`src/rtl/dac_dma_pkg.sv`:
```
// Shared types and helpers for the DAC DMA unpacker: sample geometry, popcount
// and the mapping from an enabled channel to its word slot within a sample set.
package dac_dma_pkg;

    localparam int unsigned NUM_CH    = 4;
    localparam int unsigned SAMP_W    = 16;
    localparam int unsigned DATA_W    = NUM_CH * SAMP_W;
    localparam int unsigned BUF_DEPTH = 8;
    localparam int unsigned BUF_W     = BUF_DEPTH * SAMP_W;

    typedef logic [SAMP_W-1:0] word_t;

    function automatic logic [2:0] popcount4(input logic [NUM_CH-1:0] m);
        return {2'b00, m[0]} + {2'b00, m[1]} + {2'b00, m[2]} + {2'b00, m[3]};
    endfunction

    // Enabled channels take words in ascending channel order, so a channel's
    // slot is the number of enabled channels below it.
    function automatic logic [1:0] chan_slot(input logic [NUM_CH-1:0] m, input int c);
        logic [1:0] s;
        s = '0;
        for (int i = 0; i < int'(NUM_CH); i++) begin
            if (i < c && m[i]) s = s + 2'd1;
        end
        return s;
    endfunction

endpackage

```
`src/rtl/dac_word_buffer.sv`:
```
// Eight-word shift buffer: word 0 is the oldest. Pops remove from the bottom
// before the beat's four words are appended above the survivors.
module dac_word_buffer
    import dac_dma_pkg::*;
(
    input  logic              clk_i,
    input  logic              rst_i,
    input  logic              flush_i,
    input  logic              push_i,
    input  logic [DATA_W-1:0] push_data_i,
    input  logic              pop_i,
    input  logic [2:0]        pop_n_i,
    output logic [3:0]        level_o,
    output logic [DATA_W-1:0] head_o
);

    logic [BUF_W-1:0] buf_q, buf_d;
    logic [3:0]       level_q, level_d;

    // Slots at or above the level are kept zero so appends can simply OR in.
    always_comb begin
        buf_d   = buf_q;
        level_d = level_q;
        if (pop_i) begin
            buf_d   = buf_q >> (SAMP_W * pop_n_i);
            level_d = level_q - {1'b0, pop_n_i};
        end
        if (push_i) begin
            buf_d   = buf_d | (BUF_W'(push_data_i) << (SAMP_W * level_d));
            level_d = level_d + 4'd4;
        end
        if (flush_i) begin
            buf_d   = '0;
            level_d = '0;
        end
    end

    always_ff @(posedge clk_i) begin
        if (rst_i) begin
            buf_q   <= '0;
            level_q <= '0;
        end else begin
            buf_q   <= buf_d;
            level_q <= level_d;
        end
    end

    assign level_o = level_q;
    assign head_o  = buf_q[DATA_W-1:0];

endmodule

```
`src/rtl/dac_dma_unpacker.sv`:
```
// Unpacks 64-bit DMA beats into per-channel DAC sample sets on each strobe,
// flagging underflow when too few words are buffered.
module dac_dma_unpacker
    import dac_dma_pkg::*;
#(
    parameter bit UnderflowHold = 1'b0
) (
    input  logic              clk_i,
    input  logic              rst_i,
    input  logic              enable_i,
    input  logic [NUM_CH-1:0] enable_mask_i,
    input  logic [DATA_W-1:0] s_axis_tdata_i,
    input  logic              s_axis_tvalid_i,
    output logic              s_axis_tready_o,
    input  logic              s_axis_tlast_i,
    input  logic              dac_strobe_i,
    output logic [DATA_W-1:0] dac_data_o,
    output logic              dac_data_valid_o,
    output logic              underflow_o,
    output logic              underflow_sticky_o,
    input  logic              underflow_clr_i,
    output logic [3:0]        fill_level_o
);

    logic              enable_q, run_q, valid_q, uf_q, sticky_q;
    logic [NUM_CH-1:0] mask_q;
    logic [DATA_W-1:0] dac_data_q, last_q;
    logic [DATA_W-1:0] head, set;
    logic [3:0]        level;
    logic [2:0]        n_words;
    logic              push, strobe_act, pop, uf;
    logic              unused_tlast;

    assign unused_tlast    = s_axis_tlast_i;
    assign n_words         = popcount4(mask_q);
    assign s_axis_tready_o = run_q && (level <= 4'd4);
    assign push            = s_axis_tvalid_i && s_axis_tready_o;
    assign strobe_act      = dac_strobe_i && run_q && enable_i;
    assign pop             = strobe_act && (level >= {1'b0, n_words});
    assign uf              = strobe_act && (level < {1'b0, n_words});

    dac_word_buffer u_buf (
        .clk_i       (clk_i),
        .rst_i       (rst_i),
        .flush_i     (!enable_i),
        .push_i      (push),
        .push_data_i (s_axis_tdata_i),
        .pop_i       (pop),
        .pop_n_i     (n_words),
        .level_o     (level),
        .head_o      (head)
    );

    always_comb begin
        set = '0;
        for (int c = 0; c < int'(NUM_CH); c++) begin
            int unsigned slot;
            slot = 32'(chan_slot(mask_q, c));
            if (mask_q[c]) set[c*SAMP_W +: SAMP_W] = head[slot*SAMP_W +: SAMP_W];
        end
    end

    always_ff @(posedge clk_i) begin
        if (rst_i) begin
            enable_q   <= 1'b0;
            run_q      <= 1'b0;
            mask_q     <= '0;
            valid_q    <= 1'b0;
            uf_q       <= 1'b0;
            sticky_q   <= 1'b0;
            dac_data_q <= '0;
            last_q     <= '0;
        end else begin
            enable_q <= enable_i;
            if (enable_i && !enable_q) begin
                mask_q <= enable_mask_i;
                run_q  <= (popcount4(enable_mask_i) != 3'd0);
            end else if (!enable_i) begin
                run_q <= 1'b0;
            end
            valid_q <= pop || uf;
            uf_q    <= uf;
            if (!enable_i) begin
                dac_data_q <= '0;
                last_q     <= '0;
            end else if (pop) begin
                dac_data_q <= set;
                last_q     <= set;
            end else if (uf) begin
                dac_data_q <= UnderflowHold ? last_q : '0;
            end
            // A fresh underflow wins over a simultaneous clear.
            if (uf) sticky_q <= 1'b1;
            else if (underflow_clr_i) sticky_q <= 1'b0;
        end
    end

    assign dac_data_o         = dac_data_q;
    assign dac_data_valid_o   = valid_q;
    assign underflow_o        = uf_q;
    assign underflow_sticky_o = sticky_q;
    assign fill_level_o       = level;

endmodule

```
`config.mk`:
```
export PLATFORM = sky130hd
export DESIGN_NAME = dac_dma_unpacker
export DESIGN_NICKNAME = d
export VERILOG_FILES = /design/src/rtl/dac_dma_pkg.sv /design/src/rtl/dac_word_buffer.sv /design/src/rtl/dac_dma_unpacker.sv
export SDC_FILE = /design/constraint.sdc
export NUM_CORES = 1
export LEC_CHECK = 0
export CORE_ASPECT_RATIO = 1.4
export CORE_MARGIN = 4
export CORE_UTILIZATION = 34
export DETAILED_ROUTE_END_ITERATION = 8
export SLEW_MARGIN = 40
export SYNTH_ARGS = -nofsm -noshare
export SYNTH_HDL_FRONTEND = slang
export SYNTH_SLANG_ARGS = --single-unit
```
`constraint.sdc`:
```
create_clock -name clk_i -period 10.5 [get_ports clk_i]
set_input_delay 2.1 -clock clk_i [delete_from_list [all_inputs] [get_ports clk_i]]
set_output_delay 2.1 -clock clk_i [all_outputs]
set_load 0.01 [all_outputs]
```
# Word-level counts from Yosys, hierarchy flattened
# Cells that the tools add are included.
[totals]
reg_bits = 205
output_inout_bits = 72
[op_classes]
addsub = 10
order_cmp = 3
n_eq_ne = 1
n_shift = 5
muxes = 17
n_bitwise = 2
reduce_logical = 13
[ops]
columns = ["cell", "n"]
rows = [
  ["2-to-1 mux 128 bit", 2],
  ["variable part select 64 x 7 -> 16 bit", 3],
  ["2-to-1 mux 64 bit", 2],
  ["OR 128 bit", 1],
  ["<< shifter 64 x 8 -> 128 bit", 1],
  [">> shifter 128 x 7 -> 128 bit", 1],
  ["2-to-1 mux 16 bit", 4],
  ["2-to-1 mux 4 bit", 2],
  ["logical AND 1 bit", 7],
  ["adder 2 x 1 -> 3 bit", 2],
  ["adder 3 x 1 -> 3 bit", 2],
  ["2-to-1 mux 1 bit", 5],
  ["adder 1 x 1 -> 2 bit", 2],
  ["adder 2 x 1 -> 2 bit (second input constant)", 2],
  ["adder 4 x 3 -> 4 bit (second input constant)", 1],
  [">= comparator 4 x 3 -> 1 bit", 1],
  ["<= comparator 4 x 3 -> 1 bit (second input constant)", 1],
  ["less-than comparator 4 x 3 -> 1 bit", 1],
  ["2-to-1 mux 2 bit", 2],
  ["nonzero test 2 bit", 2],
  ["subtractor 4 x 3 -> 4 bit", 1],
  ["nonzero test 3 bit", 1],
  ["!= test 2 x 1 -> 1 bit (second input constant)", 1],
  ["OR reduction 2 bit", 1],
  ["other kinds (3)", 3],
]

# Depth between registers and ports, before layout
# Gate-level depths: netlist of the first run.
[logic_depth]
ltp_word = 9
mapped_depth = 20
ltp_nobuf = 14

# By module
# Synthesis of the first run repeated with hierarchy kept, for this count alone.
[hier_totals]
hier_cells = 1470
hier_area_um2 = 13534.2
[by_module_without_submodules]
columns = ["mod", "n_inst", "cells_each", "area_each_um2", "seq_area_each_um2"]
rows = [
  ["dac_word_buffer", 1, 1122, 9719.3, 2642.5],
  ["dac_dma_unpacker", 1, 348, 3814.9, 1461.4],
]

# Least setup slack after synthesis of the first run
# OpenSTA, ideal clock, no wires.
[synth_timing]
kind = "register to register"
startpoint = "reg mask_q[0]"
endpoint = "reg u_buf.buf_q[10]"
setup_time_ns = 0.128
arrival_time_ns = 4.619
required_ns = 10.372
slack_ns = 5.754
stages_incl_launch_ff = 21
path_buffers = 6
period_less_slack_ns = 4.746
path_cell_list = "dfxtp_1 -> clkbuf_1 -> inv_1 -> fa_1 -> inv_1 -> ha_1 -> ha_1 -> clkbuf_1 -> inv_1 -> clkbuf_1 -> clkbuf_1 -> ha_1 -> and3b_1 -> a311o_1 -> a211oi_2 -> a2111oi_4 -> and2_0 -> buf_2 -> buf_2 -> a221oi_1 -> nor2_1"
[synth_via]
elab_chain_cells = 9
word_cells_on_any_way = 12
cone_classes = "add/sub: 4; order compare: 1; shift: 2; mux: 3; bitwise: 1; reduce/logical: 1"
[synth_lines]
columns = ["item", "line_no", "source"]
rows = [
  ["start, declared", "dac_dma_unpacker.sv:26", "logic [NUM_CH-1:0] mask_q;"],
  ["start signal, assigned", "dac_dma_unpacker.sv:76", "mask_q <= enable_mask_i;"],
  ["adder 1 x 1 -> 2 bit (*)", "dac_dma_pkg.sv:14", "return {2'b00, m[0]} + {2'b00, m[1]} + {2'b00, m[2]} + {2'b00, m[3]};"],
  ["adder 2 x 1 -> 3 bit (*)", "dac_dma_pkg.sv:14", ""],
  ["adder 3 x 1 -> 3 bit (*)", "dac_dma_pkg.sv:14", ""],
  [">= comparator 4 x 3 -> 1 bit", "dac_dma_unpacker.sv:39", "assign pop = strobe_act && (level >= {1'b0, n_words});"],
  ["logical AND 1 bit", "dac_dma_unpacker.sv:39", ""],
  ["2-to-1 mux 4 bit", "dac_word_buffer.sv:24", "if (pop_i) begin"],
  ["<< shifter 64 x 8 -> 128 bit", "dac_word_buffer.sv:29", "buf_d = buf_d | (BUF_W'(push_data_i) << (SAMP_W * level_d));"],
  ["OR 128 bit", "dac_word_buffer.sv:29", ""],
  ["2-to-1 mux 128 bit (*)", "dac_word_buffer.sv:28", "if (push_i) begin"],
  ["end signal, assigned", "dac_word_buffer.sv:43", "buf_q <= buf_d;"],
  ["end, declared", "dac_word_buffer.sv:17", "logic [BUF_W-1:0] buf_q, buf_d;"],
]
# Mark *: on every way between the ends. The rest lies on a longest branch, timed or not.
# A chain may end at the register's enable or synchronous reset.

# Final worst setup path of the first run
[layout_timing]
startpoint = "reg mask_q[0]"
endpoint = "reg u_buf.buf_q[16]"
# The elaborated chain is that of the path after synthesis.

==> results of run 1 <==
-- logic make-up after synthesis --
kind of cell             Yosys count  share of synthesized area
buffers and inverters            177                    0.05292
AND/OR/NAND/NOR                  405                     0.1287
XOR/XNOR                           4                   0.003097
AO/OA/AOI/OAI                    543                     0.2664
flip-flops                       205                     0.2987
multiplexers                     250                     0.2391
adder cells (fa/ha/maj)           11                    0.01111
-- cell type report --
class                   count  share of cell area
well taps                 528             0.04035
repair buffers            184              0.1085
multi-input cells        1213              0.5506
clock buffers              27             0.03653
inverters                  17            0.003898
flip-flops and latches    205              0.2507
clock inverters            10            0.009324
-- power groups by stage --
stage	logic (mW)	clock network, mW	registers [mW]
final	0.410	0.832	0.797
after detailed placement	0.402	0	0.814
after global placement	0.391	0	0.814
after CTS	0.403	0.840	0.797
after global routing	0.435	0.868	0.798
after floorplan	0.275	0	0.808
-- layout by cell type, fill, tap and decap left out, types with 21 or more instances in the layout --
cell	instances
a211oi_1	22
a21o_1	27
a21oi_1	175
a22oi_1	62
and3_1	26
buf_4	35
clkbuf_16	21
clkdlybuf4s50_1	145
dfxtp_1	204
mux2_2	25
mux2i_1	165
mux4_2	59
nand2_1	96
nor2_1	196
o21ai_0	54
o221ai_1	35
o22ai_1	42
o2bb2ai_1	26
-- worst max-delay path, cell delays in order (launching register included) --
cell and delay (ns):
dfxtp_2 0.71, inv_1 0.23, fa_1 0.58, inv_1 0.06, ha_4 0.52, buf_12 0.29, ha_1 0.24, inv_1 0.06
ha_2 0.20, a211oi_2 0.27, nand2_1 0.23, o21ai_4 0.23, buf_4 0.63, a21o_1 0.38, buf_4 0.41, mux2i_1 0.35
o221ai_1 0.18, and2_1 0.20
-- layer usage --
layer	vias to the layer above	share of wire
met2	667	0.47
li1	6124	-
met1	6458	0.41
met3	187	0.075
met4	2	0.050
met5	-	0.00025
-- flip-flops by register name, summed over array words and instances, names as in the netlist --
signal,count
u_buf.buf_q,128
dac_data_o,64
mask_q,4
u_buf.level_o,4
dac_data_valid_o,1
enable_q,1
run_q,1
underflow_o,1
underflow_sticky_o,1
-- through the flow --
| stage | instances | total power, mW | instance area, µm² | utilization |
|---|---|---|---|---|
| after global routing | 2184 | 2.101 | 16370 | 0.4123 |
| after CTS | 2183 | 2.039 | 16350 | 0.4118 |
| after detailed placement | 2146 | 1.216 | 15600 | 0.3929 |
| after floorplan | 1595 | 1.083 | 13740 | - |
| after global placement | 2145 | 1.205 | 15550 | 0.3917 |
| final | 2184 | 2.039 | 16370 | 0.4123 |
-- worst paths after layout --
path	start	endpoint	slack, ns	cells after the start
max	mask_q[0]	u_buf.buf_q[16]	4.58	17
min	underflow_sticky_o	underflow_sticky_o	0.48	1
max reg2reg	mask_q[0]	u_buf.buf_q[16]	4.58	17
min reg2reg	underflow_sticky_o	underflow_sticky_o	0.48	1
==> impl_metrics.ini, run 1 <==
[run_status]
outcome = finished clean

[cts]
cts_buffer_depth = 3
hold_buffers = 0
post_cts_resized = 0
cts_tree = done
cts_sinks = 205
cts-root-buf = clkbuf_16
clkTransAtPathRegs_ns = 0.07
numCtsBuffers = 21
htreeDepth = 1
postCtsSetupBuffers = 0
clock_latency_ns = 0.52

[global_route]
use_met3 = 0.03476
grt_max_degree = 92
grt_busiest_layer = met2
antenna_found_initial = 1
grt_pass1_vias = 13020
grt_pass1_wl_um = 77850
grt_use_total = 0.2251
grt_overflow_total = 0
met1_usage = 0.2870
met2_usage = 0.3714

[final_layout]
multiInputGateArea_um2 = 9015
area_growth_pct = 19.17
nFillCells = 3880
final_nets = 1728
drive_above_1_share = 0.1220
n_antenna_cell = 0
layout.area.seq_um2 = 4105

[routing]
dr.pass1.iters = 7
drt-total-wl_um = 51580
drc = 0
ant_nets = 0
detail_route.vias_per_cell = 6.153
drtIter0Drc = 1230
post_drt_wl_per_cell_um = 23.62
via_count = 13440

[timing]
drv_slew = 0
finalSetupViolations = 0
rsz0062_at_grt = no
finalSetupTns_ns = 0
max_freq_mhz = 169.0
fin_crit_sh = 0.5635
slew_headroom = 0.3896
fin_hold_ws_ns = 0.4793
max_slew.worst_pin.slew_ns = 0.9134
setup_slack_ns = 4.584
hold_viol_final = 0
fin_skew_ns = 0.01547
min_period_ns = 5.916

[power_and_ir_drop]
intPower_mw = 1.448
ir_drop_mv = 0.08615
p_leak_nw = 5.709
pwr-share-comb = 0.201
pwr-share-seq = 0.391
power_density_nw_per_um2 = 124.5
p_sw_mw = 0.5906
p_clk_frac = 0.408
switching_share = 0.2897

[synthesis]
synth_most_common_cell = dfxtp_1
synth_top_cell_area_share = 0.2987
synth-seq-cells = 205
synthDistinctLibCells = 60
ys_seq_area_frac = 0.2987
yosys.area.top_type = dfxtp_1
synth-edff-count = 0
yosysWarnings = 0
netlist_instances = 1595
netlist_top_cells_count = dfxtp_1, nor2_1, a21oi_1
syn_nets = 1681
syn_avg_cell_area_um2 = 8.613
netlist_area_um2 = 13740
yosys_most_used_dff = dfxtp_1
synthArstFlopShare = 0
synth_area_leaders = dfxtp_1, mux2i_1, mux4_2

[placed_design]
routabilityCongestion = 0.8906
dpl_worst_slack_ns = 4.501
io_buffers = 145
hpwl_um = 34800

[min_path]
hp-class = register to register

[worst_setup_path]
required_ns = 10.92
worstSetupPathType = register to register
worst-path-max-fanout = 73
arrival_ns = 6.33
startpoint_type = register
worst_setup_path_end_kind = register

[run]
max_cap_violations = 0

[floorplan]
num_rows = 86
initial_utilization = 0.3460
die_height_um = 245.8
die-area_um2 = 43730
core_area_um2 = 39710
io_pins = 147
dieWidth_um = 177.9
Note: power is estimated with default switching activity, not from simulation.
==> run 2: changes to the inputs <==
==> constraint.sdc (replaced) <==
create_clock -name clk_i -period 5.9 [get_ports clk_i]
set_input_delay 1.18 -clock clk_i [delete_from_list [all_inputs] [get_ports clk_i]]
set_output_delay 1.18 -clock clk_i [all_outputs]
set_load 0.01 [all_outputs]
==> run 2 against run 1 <==
First-iteration DRC count rose by 17%. Power rose by 78%. Die area did not move. Highest routed layer is now met4. Combinational power rose by 77%. Largest cell class unchanged. Critical endpoint is now u_buf.buf_q[95]. Critical path depth fell by 1. Critical path type unchanged.
==> impl_metrics.ini, run 2 (synthesized netlist as in run 1, its figures left out) <==
[final_layout]
layout_common_cells = dfxtp_1, nor2_1, a21oi_1
final_nets = 1733
layout_commonest_cell = dfxtp_1
nFillCells = 3859
layout.area.seq_um2 = 4104
largest_reg_flops = 128
area_growth_pct = 19.42
multiInputGateArea_um2 = 8994
drive_above_1_share = 0.1203
largest_register = u_buf.buf_q
n_antenna_cell = 0

[worst_setup_path]
slowest_stage = a21o_1
arrival_ns = 5.47
crit_family = compound AO/OA/AOI/OAI gates
cp_cell_sequence = buf_4, inv_1, fa_1, inv_1, ha_4, ha_1, inv_1, ha_1, a211oi_2, nand2_1, o21ai_4, a21o_1, buf_4, mux2i_1, o22a_1, o21ai_0
cpMostUsedCell = inv_1
worst-path-max-fanout = 22
worst_path_largest_cell_delay_ns = 0.63
cp.buffers_inverters = 5
worstSetupPathType = register to register
startpoint_type = register
worst_setup_path_end_kind = register
required_ns = 6.28

[power_and_ir_drop]
pwr-share-comb = 0.200
switching_share = 0.2959
power_density_nw_per_um2 = 220.6
p_sw_mw = 1.071
ir_drop_mv = 0.1709
p_leak_nw = 5.718
finalPower_mw = 3.619
p_clk_frac = 0.409
intPower_mw = 2.548
pwr-share-seq = 0.391

[cts]
cts_buffer_depth = 3
post_cts_resized = 0
cts_tree = done
cts_sinks = 205
hold_buffers = 0
htreeDepth = 1
numCtsBuffers = 22
clkTransAtPathRegs_ns = 0.06
clock_latency_ns = 0.53
postCtsSetupBuffers = 0
cts-root-buf = clkbuf_16

[timing]
drv_slew = 0
max_slew.worst_pin.slew_ns = 0.8906
setup_slack_ns = 0.8108
finalSetupViolations = 0
fin_hold_ws_ns = 0.4798
max_freq_mhz = 196.5
fin_crit_sh = 0.8626
rsz0062_at_grt = no
hold_viol_final = 0
min_period_ns = 5.089
slew_headroom = 0.4063
fin_skew_ns = 0.01633
finalSetupTns_ns = 0

[routing]
drtIter0Drc = 1443
drt-total-wl_um = 49480
via_count = 13300
dr.pass1.iters = 6
drc = 0
post_drt_wl_per_cell_um = 22.58
ant_nets = 0
detail_route.vias_per_cell = 6.068

[global_route]
grt_overflow_total = 0
antenna_found_initial = 0
grt_max_degree = 138
grt_use_total = 0.2174
grt_pass1_wl_um = 76150
grt_pass1_vias = 12660

[floorplan]
die-area_um2 = 43730
die_height_um = 245.8
num_rows = 86
dieWidth_um = 177.9
initial_utilization = 0.3460
core_area_um2 = 39710
io_pins = 147

[placed_design]
io_buffers = 145
hpwl_um = 34840
routabilityCongestion = 0.8796
dpl_worst_slack_ns = 0.8380

[run_status]
outcome = finished clean

[min_path]
hp-class = register to register

[run]
max_cap_violations = 0
run 2: cell count changes in the layout (fill, tap and decap cells not counted), moves of 2 or more:
cell       before  now
clkinv_2        5    3
o31ai_4         2    0
nand2_1        96   98
buf_6           2    5
clkbuf_1        1    5
o31ai_2         0    2
nor2_4          0    2
clkbuf_16      21   23
bufinv_16       4    2
run 2: power groups by stage:
| stage | Clock, mW | Combinational, mW | Sequential [mW] |
|---|---|---|---|
| after global placement | 0 | 0.698 | 1.44 |
| after detailed placement | 0 | 0.711 | 1.44 |
| final | 1.48 | 0.724 | 1.41 |
| after global routing | 1.55 | 0.771 | 1.41 |
| after floorplan | 0 | 0.490 | 1.44 |
| after CTS | 1.51 | 0.714 | 1.41 |
run 2: through the flow:
| step | cell area, µm² | utilization | instances |
|---|---|---|---|
| after floorplan | 13740 | - | 1595 |
| after global placement | 15580 | 0.3925 | 2149 |
| after detailed placement | 15640 | 0.3940 | 2151 |
| after CTS | 16400 | 0.4129 | 2191 |
| after global routing | 16410 | 0.4132 | 2191 |
| final | 16410 | 0.4132 | 2191 |
run 2: final timing paths:
path / depth (start not counted) / endpoint / slack [ns] / startpoint
worst max-delay path: 16 / u_buf.buf_q[95] / 0.81 / mask_q[0]
worst min-delay path: 1 / underflow_sticky_o / 0.48 / underflow_sticky_o
worst max register to register: 16 / u_buf.buf_q[95] / 0.81 / mask_q[0]
worst min register to register: 1 / underflow_sticky_o / 0.48 / underflow_sticky_o
run 2: cell type report:
type	instances	share of cell area
clock inverters	7	0.005491
flip-flops and latches	205	0.2502
clock buffers	33	0.04042
repair buffers	188	0.1116
multi-input cells	1213	0.5482
inverters	17	0.003890
well taps	528	0.04027
run 2: per-layer routing:
| layer | GRT usage | part of all wire | wire length [µm] | up-vias |
|---|---|---|---|---|
| li1 | - | - | - | 6124 |
| met1 | 0.3092 | 0.44 | 21890 | 6436 |
| met2 | 0.3358 | 0.45 | 22210 | 635 |
| met3 | 0.03184 | 0.077 | 3818 | 101 |
| met4 | 0.07580 | 0.032 | 1565 | 0 |
| met5 | 0 | 0 | 0 | - |
==> run 3: changes to the inputs <==
--- a/config.mk
+++ b/config.mk
@@ -5,6 +5,7 @@
 export SDC_FILE = /design/constraint.sdc
 export NUM_CORES = 1
 export LEC_CHECK = 0
+export ABC_CLOCK_PERIOD_IN_PS = 5900
 export CORE_ASPECT_RATIO = 1.4
 export CORE_MARGIN = 4
 export CORE_UTILIZATION = 34
==> results of run 3 <==
The final DEF is identical to that of run 2; final timing and power are the same.
